**src/rtl/seq_divider16_if.sv**
```systemverilog
// Handshake and operand/result bundle for the iterative 16-bit divider.
interface seq_divider16_if;
  logic        start;
  logic [15:0] dividend;
  logic [15:0] divisor;
  logic        ready;
  logic        done;
  logic [15:0] quotient;
  logic [15:0] remainder;
  logic        div_by_zero;

  modport master (
    output start, dividend, divisor,
    input  ready, done, quotient, remainder, div_by_zero
  );

  modport slave (
    input  start, dividend, divisor,
    output ready, done, quotient, remainder, div_by_zero
  );
endinterface

```
**src/rtl/seq_divider16.sv**
```systemverilog
// Restoring unsigned 16-bit divider, one quotient bit per clock, with a
// 16-bit carry-lookahead adder used as the trial subtractor.
module cla16x16 (
  input  logic [15:0] a,
  input  logic [15:0] b,
  input  logic        cin,
  output logic [16:0] sum
);
  logic [15:0] g_s;
  logic [15:0] p_s;
  logic [15:0] c_s;
  logic [3:0]  gg_s;
  logic [3:0]  gp_s;
  logic [4:0]  cg_s;

  assign g_s = a & b;
  assign p_s = a ^ b;

  // Per-nibble group generate and propagate.
  always_comb begin
    gg_s = 4'b0000;
    gp_s = 4'b0000;
    for (int j = 0; j < 4; j++) begin
      gg_s[j] = g_s[4*j+3] | (p_s[4*j+3] & g_s[4*j+2])
              | (p_s[4*j+3] & p_s[4*j+2] & g_s[4*j+1])
              | (p_s[4*j+3] & p_s[4*j+2] & p_s[4*j+1] & g_s[4*j]);
      gp_s[j] = &p_s[4*j +: 4];
    end
  end

  // Group carries, fully expanded from cin so no group waits on another.
  always_comb begin
    cg_s    = 5'b00000;
    cg_s[0] = cin;
    cg_s[1] = gg_s[0] | (gp_s[0] & cin);
    cg_s[2] = gg_s[1] | (gp_s[1] & gg_s[0]) | (gp_s[1] & gp_s[0] & cin);
    cg_s[3] = gg_s[2] | (gp_s[2] & gg_s[1]) | (gp_s[2] & gp_s[1] & gg_s[0])
            | (gp_s[2] & gp_s[1] & gp_s[0] & cin);
    cg_s[4] = gg_s[3] | (gp_s[3] & gg_s[2]) | (gp_s[3] & gp_s[2] & gg_s[1])
            | (gp_s[3] & gp_s[2] & gp_s[1] & gg_s[0])
            | (gp_s[3] & gp_s[2] & gp_s[1] & gp_s[0] & cin);
  end

  // Bit carries inside each nibble from that nibble's group carry-in.
  always_comb begin
    c_s = 16'h0000;
    for (int j = 0; j < 4; j++) begin
      c_s[4*j]   = cg_s[j];
      c_s[4*j+1] = g_s[4*j] | (p_s[4*j] & cg_s[j]);
      c_s[4*j+2] = g_s[4*j+1] | (p_s[4*j+1] & g_s[4*j])
                 | (p_s[4*j+1] & p_s[4*j] & cg_s[j]);
      c_s[4*j+3] = g_s[4*j+2] | (p_s[4*j+2] & g_s[4*j+1])
                 | (p_s[4*j+2] & p_s[4*j+1] & g_s[4*j])
                 | (p_s[4*j+2] & p_s[4*j+1] & p_s[4*j] & cg_s[j]);
    end
  end

  assign sum = {cg_s[4], p_s ^ c_s};
endmodule

module seq_divider16 #(
  parameter int               WIDTH     = 16,
  parameter logic [WIDTH-1:0] DIV0_QUOT = 16'hFFFF
) (
  input  logic              clk,
  input  logic              rst,
  seq_divider16_if.slave    bus
);
  typedef enum logic [1:0] {
    IDLE = 2'd0,
    RUN  = 2'd1,
    DONE = 2'd2
  } state_t;

  state_t           state_q, state_d;
  logic [3:0]       count_q, count_d;
  logic [WIDTH-1:0] dvd_q, dvd_d;
  logic [WIDTH-1:0] dsr_q, dsr_d;
  logic [WIDTH-1:0] rem_q, rem_d;
  logic [WIDTH-1:0] quot_q, quot_d;
  logic             dz_q, dz_d;

  logic [WIDTH-1:0] shifted_s;
  logic [WIDTH:0]   trial_s;

  // Partial remainder picks up the next dividend bit; it never needs a 17th bit.
  assign shifted_s = {rem_q[WIDTH-2:0], dvd_q[WIDTH-1]};

  cla16x16 u_sub (
    .a   (shifted_s),
    .b   (~dsr_q),
    .cin (1'b1),
    .sum (trial_s)
  );

  // Next-state and datapath updates.
  always_comb begin
    state_d = state_q;
    count_d = count_q;
    dvd_d   = dvd_q;
    dsr_d   = dsr_q;
    rem_d   = rem_q;
    quot_d  = quot_q;
    dz_d    = dz_q;
    case (state_q)
      IDLE: begin
        if (bus.start) begin
          dvd_d   = bus.dividend;
          dsr_d   = bus.divisor;
          rem_d   = 16'h0000;
          quot_d  = 16'h0000;
          count_d = 4'd0;
          dz_d    = 1'b0;
          if (bus.divisor == 16'h0000) begin
            quot_d  = DIV0_QUOT;
            rem_d   = bus.dividend;
            dz_d    = 1'b1;
            state_d = DONE;
          end else begin
            state_d = RUN;
          end
        end else begin
          state_d = IDLE;
        end
      end
      RUN: begin
        // Carry out of shifted + ~divisor + 1 means shifted >= divisor.
        if (trial_s[WIDTH]) begin
          rem_d = trial_s[WIDTH-1:0];
        end else begin
          rem_d = shifted_s;
        end
        quot_d  = {quot_q[WIDTH-2:0], trial_s[WIDTH]};
        dvd_d   = {dvd_q[WIDTH-2:0], 1'b0};
        count_d = count_q + 4'd1;
        if (count_q == 4'd15) begin
          state_d = DONE;
        end else begin
          state_d = RUN;
        end
      end
      DONE: begin
        state_d = IDLE;
      end
      default: begin
        state_d = IDLE;
      end
    endcase
  end

  // State and datapath registers with synchronous reset.
  always_ff @(posedge clk) begin
    if (rst) begin
      state_q <= IDLE;
      count_q <= 4'd0;
      dvd_q   <= 16'h0000;
      dsr_q   <= 16'h0000;
      rem_q   <= 16'h0000;
      quot_q  <= 16'h0000;
      dz_q    <= 1'b0;
    end else begin
      state_q <= state_d;
      count_q <= count_d;
      dvd_q   <= dvd_d;
      dsr_q   <= dsr_d;
      rem_q   <= rem_d;
      quot_q  <= quot_d;
      dz_q    <= dz_d;
    end
  end

  assign bus.ready       = (state_q == IDLE);
  assign bus.done        = (state_q == DONE);
  assign bus.quotient    = quot_q;
  assign bus.remainder   = rem_q;
  assign bus.div_by_zero = dz_q;
endmodule

```
**src/flat_wrapper.sv**
```systemverilog
// flat-port wrapper written by rule: the top's interface ports become plain ports
module seq_divider16_flat 
#(
  parameter int               WIDTH     = 16,
  parameter logic [WIDTH-1:0] DIV0_QUOT = 16'hFFFF
)
  (clk, rst, bus_start, bus_dividend, bus_divisor, bus_ready, bus_done, bus_quotient, bus_remainder, bus_div_by_zero);
  seq_divider16_if bus_i ();
  input  logic clk;
  input  logic rst;
  input wire logic [$bits(bus_i.start)-1:0] bus_start;
  input wire logic [$bits(bus_i.dividend)-1:0] bus_dividend;
  input wire logic [$bits(bus_i.divisor)-1:0] bus_divisor;
  output wire logic [$bits(bus_i.ready)-1:0] bus_ready;
  output wire logic [$bits(bus_i.done)-1:0] bus_done;
  output wire logic [$bits(bus_i.quotient)-1:0] bus_quotient;
  output wire logic [$bits(bus_i.remainder)-1:0] bus_remainder;
  output wire logic [$bits(bus_i.div_by_zero)-1:0] bus_div_by_zero;
  assign bus_i.start = bus_start;
  assign bus_i.dividend = bus_dividend;
  assign bus_i.divisor = bus_divisor;
  assign bus_ready = bus_i.ready;
  assign bus_done = bus_i.done;
  assign bus_quotient = bus_i.quotient;
  assign bus_remainder = bus_i.remainder;
  assign bus_div_by_zero = bus_i.div_by_zero;
  seq_divider16 #(.WIDTH(WIDTH), .DIV0_QUOT(DIV0_QUOT)) u_core (.clk(clk), .rst(rst), .bus(bus_i));
endmodule
```
**config.mk**
```make
export PLATFORM = sky130hd
export DESIGN_NAME = seq_divider16_flat
export DESIGN_NICKNAME = d
export VERILOG_FILES = /design/src/rtl/seq_divider16_if.sv /design/src/rtl/seq_divider16.sv /design/src/flat_wrapper.sv
export SDC_FILE = /design/constraint.sdc
export NUM_CORES = 1
export LEC_CHECK = 0
export ABC_AREA = 1
export BUFFER_PORTS_ARGS = -buffer_cell sky130_fd_sc_hd__buf_2
export CAP_MARGIN = 10
export CORE_ASPECT_RATIO = 2
export CORE_UTILIZATION = 36
export DETAILED_ROUTE_END_ITERATION = 10
export GPL_TIMING_DRIVEN = 0
export PLACE_DENSITY_LB_ADDON = 0.15
export SYNTH_ARGS = -nofsm -noshare
export SYNTH_HDL_FRONTEND = slang
export SYNTH_SLANG_ARGS = --single-unit
```
**constraint.sdc**
```tcl
create_clock -name clk -period 3.1 [get_ports clk]
set_input_delay 0.465 -clock clk [delete_from_list [all_inputs] [get_ports clk]]
set_output_delay 0.465 -clock clk [all_outputs]
set_load 0.01 [all_outputs]
```
Yosys cells after proc, flatten, opt, wreduce, memory -nomap -nowiden
Cells that the tools add are included.
{ "totals": {"inputBits": 35, "elab_cells": 152, "register_bits": 71, "output_inout_bits": 35} }
{ "op_classes": {"eq_ne": 4, "bitwise": 115, "n_mux": 16, "n_reduce_logical": 9, "n_addsub": 1} }
{ "ops": {"columns": ["operator", "count"], "rows": [
  ["$mux 16", 6],
  ["$pmux 16 s2", 3],
  ["$and 1x1->1", 65],
  ["$or 1x1->1", 46],
  ["$xor 16x16->16", 2],
  ["$and 16x16->16", 1],
  ["$logic_not 16->1", 1],
  ["$not 16->16", 1],
  ["$reduce_and 4->1", 4],
  ["$pmux 4 s2", 1],
  ["$mux 2", 3],
  ["$add 4x1->4 const B", 1],
  ["$eq 4x4->1 const B", 1],
  ["$mux 4", 1],
  ["$pmux 2 s2", 1],
  ["$reduce_and 2->1", 2],
  ["$eq 2x1->1 const B", 1],
  ["$eq 2x2->1 const B", 1],
  ["$logic_not 2->1", 1],
  ["$ne 2x2->1 const B", 1],
  ["$reduce_bool 2->1", 1],
  ["$mux 1", 1]
]} }

Logic depth before layout (Yosys ltp)
{ "depth": {"ltp_word": 15, "depth_mapped": 15, "ltp_nobuf": 14} }

By module
From an unflattened synthesis, not the netlist that was laid out.
{ "unflattened": {"cells_unflattened": 549, "hier_area_um2": 3948.8} }
{ "by_module_without_submodules": {"columns": ["mod", "cells_per_inst", "seq_area_each_um2", "instances", "area_each_um2"], "rows": [
  ["seq_divider16", 431, 1421.4, 1, 3188.1],
  ["cla16x16", 118, 0.0, 1, 760.7]
]} }

Worst setup path after synthesis
No wires, ideal clock.
{ "synth_path": {"path_type": "reg-to-reg", "from": "register u_core.rem_q[1] (netlist: u_core.bus.remainder[1])", "to": "register u_core.rem_q[13] (netlist: u_core.bus.remainder[13])", "path_slack_ns": 0.910, "path_buffers": 0, "required_ns": 3.032, "arrival_ns": 2.123, "stages_incl_launch_ff": 14, "path_cell_list": "dfxtp_1 > ha_1 > nand2_1 > inv_1 > nand2_1 > nand3_1 > nand2_1 > nand3_1 > inv_1 > fa_1 > xor2_1 > a21oi_1 > o21ai_2 > a21oi_2"} }
{ "synth_between": {"elab_chain_len": 13, "elab_cells_between_ends": 24, "cone_classes": "mux (2); bitwise (21); reduce/logical (1)"} }
{ "synth_rtl": {"columns": ["item", "line_no", "text"], "rows": [
  ["start: declaration", "seq_divider16.sv:79", "logic [WIDTH-1:0] rem_q, rem_d;"],
  ["start signal: assignment", "seq_divider16.sv:166", "rem_q <= rem_d;"],
  ["$and 16x16->16 / $xor 16x16->16 (equally long branches)", "seq_divider16.sv:16, seq_divider16.sv:17", null],
  ["$and 1x1->1 (on tied branches)", "seq_divider16.sv:24, seq_divider16.sv:25, seq_divider16.sv:26", null],
  ["$or 1x1->1 (tied with other cells)", "seq_divider16.sv:24", "gg_s[j] = g_s[4*j+3] | (p_s[4*j+3] & g_s[4*j+2])"],
  ["$or 1x1->1 / $and 1x1->1 (equally long branches)", "seq_divider16.sv:25, seq_divider16.sv:26", null],
  ["$or 1x1->1", "seq_divider16.sv:26", "| (p_s[4*j+3] & p_s[4*j+2] & p_s[4*j+1] & g_s[4*j]);"],
  ["$and 1x1->1", "seq_divider16.sv:37", "cg_s[3] = gg_s[2] | (gp_s[2] & gg_s[1]) | (gp_s[2] & gp_s[1] & gg_s[0])"],
  ["$or 1x1->1", "seq_divider16.sv:37", null],
  ["$or 1x1->1", "seq_divider16.sv:38", "| (gp_s[2] & gp_s[1] & gp_s[0] & cin);"],
  ["$and 1x1->1", "seq_divider16.sv:49", "c_s[4*j+1] = g_s[4*j] | (p_s[4*j] & cg_s[j]);"],
  ["$or 1x1->1", "seq_divider16.sv:49", null],
  ["$xor 16x16->16", "seq_divider16.sv:58", "assign sum = {cg_s[4], p_s ^ c_s};"],
  ["$mux 16 *", "seq_divider16.sv:128", "if (trial_s[WIDTH]) begin"],
  ["$pmux 16 s2 *", "seq_divider16.sv:105", "case (state_q)"]
]} }
Every way passes the cells marked *; elsewhere a longest branch is shown, timed or not.
A chain may end at the register's enable or synchronous reset.

Worst setup path after layout
{ "layout_path": {"from": "register u_core.rem_q[2] (netlist: u_core.bus.remainder[2])", "to": "register u_core.rem_q[13] (netlist: u_core.bus.remainder[13])"} }
{ "layout_between": {"elab_chain_len": 13, "elab_cells_between_ends": 24, "cone_classes": "mux (2); bitwise (21); reduce/logical (1)"} }
{ "layout_rtl": {"columns": ["item", "line_no", "text"], "rows": [
  ["$xor 16x16->16", "seq_divider16.sv:17", "assign p_s = a ^ b;"],
  ["$and 1x1->1 (on tied branches)", "seq_divider16.sv:24, seq_divider16.sv:25, seq_divider16.sv:26", null],
  ["$or 1x1->1 (tied with other cells)", "seq_divider16.sv:24", null],
  ["$or 1x1->1 / $and 1x1->1 (equally long branches)", "seq_divider16.sv:25, seq_divider16.sv:26", null],
  ["$or 1x1->1", "seq_divider16.sv:26", null],
  ["$and 1x1->1", "seq_divider16.sv:37", null],
  ["$or 1x1->1", "seq_divider16.sv:37", null],
  ["$or 1x1->1", "seq_divider16.sv:38", null],
  ["$and 1x1->1", "seq_divider16.sv:49", null],
  ["$or 1x1->1", "seq_divider16.sv:49", null],
  ["$xor 16x16->16", "seq_divider16.sv:58", null],
  ["$mux 16 *", "seq_divider16.sv:128", null],
  ["$pmux 16 s2 *", "seq_divider16.sv:105", null]
]} }
Marks and branches as above.

==> impl_results.md <==
- Status: complete, no violations
- EDFF count, synth: 0
- CP delay by family, top: adder cells
- Achievable frequency: 401.5 MHz
- Peak supply drop: 0.3353 mV
- GRT overflow: 0
- Port-buffer cells: 69
- Worst setup EP type: register
- DRT antenna net count: 0
- Synthesized flop and latch total: 71
- DRT Pass-1 Iters: 5
- Largest area contributor in the netlist: dfxtp_1
- Clk_lat worst skew: 330 ps
- Final nets: 663
- Setup TNS: 0 ps
- Critical path class: register to register
- DRT iter0 DRCs: 184
- CP max-delay cell: fa_1
- Max Buffers Root-to-Sink: 2
- Chip Height: 149.8 µm
- Post-synthesis mux area share: 0%
- Post-Synthesis Net Count: 583
- Main combinational cell family by area after synthesis: compound AO/OA/AOI/OAI gates
- DR DRC count: 0
- Clock sink count: 71
- Async S/R FF share, synth: 0%
- Worst endpoint required time: 3370 ps
- Ant. Diodes: 0
- Pin count of the biggest net entering global routing: 11
- Final GP Congestion: 0.8695
- Period utilisation layout: 80.34%
- Max FO, Critical Path: 5
- RSZ-0062 raised after global routing: no
- CTS H-tree depth: 3
- Setup bufs post-CTS: 0
- HP Class: primary input to register
- Critical path's most frequent cell: nand2_1
- Core area: 10540 µm²
- Mean post-synth cell area: 7.462 µm²
- Critical path buffer and inverter count: 2
- Clk_skew: 5.209 ps
- Starting Density: 37.30%
- Worst Path Arrival: 2760 ps
- Shortest period the worst path allows: 2490 ps
- Synth top area share: 36.14%
- First-pass GRT wire length: 18780 µm
- Post-Synth Simple-Gate Area: 19.95%
- Detailed Route WL: 11560 µm
- Initial antenna violation count: 0
- Yosys warnings: 0
- Layout cell share with drive strength beyond 1: 22.62%
- DR WL/cell: 15.47 µm
- Static leakage: 2.065 nW
- Synth Area in Adders: 7.254%
- Yosys cell types: 36
- Row count: 53
- Main synth FF type: dfxtp_1
- Total power: 0.002882 W
- Final setup vio count: 0
- Num CTS Buffers: 9
- Vias in the first global route: 3849
- XOR/XNOR share of the synthesized area: 1.336%
- Worst path cell trace: ha_1 > nand2_1 > inv_1 > nand2_1 > nand3_1 > nand2_1 > nand3_1 > inv_1 > fa_1 > xor2_1 > a21oi_1 > o21ai_2 > a21oi_2
- Worst Tran Pin Value: 601.3 ps
- Hold-fix buffer count after cts: 0
- Via count: 3801
- Root Buffer: clkbuf_16
- Post-CTS Resized: 0
- Final HPWL DP: 9272 µm
- Rel. slew slack: 59.91%
- Compound-gate portion of the synthesized area: 25.61%
- Power per Cell Area: 611.3 nW/µm²
- Post-synthesis sequential area ratio: 36.14%
- Die area: 11370 µm²
- Mean number of vias per cell: 5.088
- Post-Synthesis Cells: 527
- I/O pin total: 70
- Final max-slew violation count: 0
- GRT Overall Usage: 21.52%
- Maxcap violations: 0
- Synth area leaders: dfxtp_1, nand2_1, a21oi_1
- Fillers: 1125
- Leading cell type in the layout, fill and taps excluded: nand2_1
- Startpoint type of the worst setup path: register
- Clock transition at path regs: 50 ps
- Layout area overhead: 19.89%
- Most frequent cells in the layout: nand2_1, buf_2, dfxtp_1
- Mapped Area: 3933 µm²
- Final hold vios: 0
- Slowest stage delay, CP: 400 ps
- Die W: 75.91 µm
- CTS tree: built
==> state kept, by name, summed over array words and instances, names as in the netlist <==
signal and count:
u_core.count_q 4, u_core.bus.quotient 16, u_core.dsr_q 16, u_core.bus.div_by_zero 1, u_core.bus.remainder 16, u_core.state_q 2, u_core.dvd_q 16
==> logic make-up (layout without fill, tap and decap cells) <==
logic type / Yosys count / after routing
AND/OR/NAND/NOR: 171 / 171
AO/OA/AOI/OAI: 168 / 168
buffers and inverters: 90 / 173
flip-flops: 71 / 71
adder cells (fa/ha/maj): 21 / 21
XOR/XNOR: 6 / 6
==> tightest hold or removal path, stage by stage <==
cell,delay [ps]
buf_2,110
nand2_1,60
a21oi_1,60
==> through the flow <==
step	setup WS [ps]	util [%]	area [µm²]	instances	hold WS, ps
floorplan	909.8	-	3933	527	432.5
global placement	647.9	42.20	4449	733	447.0
detailed placement	602.1	42.20	4449	733	452.0
CTS	595.0	44.71	4715	747	418.2
global route	410.5	44.71	4715	747	440.0
finish	609.6	44.71	4715	747	417.7
==> synthesized netlist by cell type (2+ instances only) <==
cell      number
nand2_1      107
dfxtp_1       71
a21oi_1       68
inv_1         60
o21ai_0       37
nand3_1       25
ha_1          18
a31oi_1       17
a22oi_1       15
a21oi_2       12
clkbuf_1      12
nor2_1        11
o21ai_2       11
buf_2         10
nand2_2        6
nand4_1        5
xor2_1         5
inv_2          4
nor2_2         4
nor2_4         4
fa_1           3
a21boi_0       2
a221oi_1       2
buf_6          2
nand3_2        2
nor4_1         2
o211ai_1       2
or2_1          2
==> area by class of cell <==
class	instances	area, µm²	share of cell area, %
buffer	26	141.4	2.999
inverter	64	240.2	5.096
sequential	71	1421	30.15
clock inverter	1	5.005	0.1062
multi-input combinational	366	2130	45.17
timing repair buffer	69	345.3	7.325
clock buffer	13	260.3	5.520
tap	137	171.4	3.636
==> final timing paths <==
| path | start | endpoint | slack [ps] | cells after the start |
|---|---|---|---|---|
| setup reg to reg | u_core.bus.remainder[2] | u_core.bus.remainder[13] | 610 | 13 |
| hold reg to reg | u_core.dsr_q[15] | u_core.dsr_q[15] | 460 | 2 |
| hold / removal | bus_dividend[0] | u_core.dvd_q[0] | 420 | 3 |
| setup / recovery | u_core.bus.remainder[2] | u_core.bus.remainder[13] | 610 | 13 |
==> layer usage <==
layer	global-route usage [%]	wire length [µm]	vias to the layer above
met4	11.25	392	0
met3	3.659	368	24
met2	43.18	6450	79
li1	-	-	1943
met5	0	0	-
met1	20.40	4347	1755
==> report_power, final <==
part	leakage [nW]	total [W]	internal, W	switching [W]
registers	0.582	0.00103	0.000976	0.0000527
logic	1.35	0.000901	0.000331	0.000570
clock network	0.132	0.000953	0.000575	0.000377
Power figures use the tool's default switching activity.
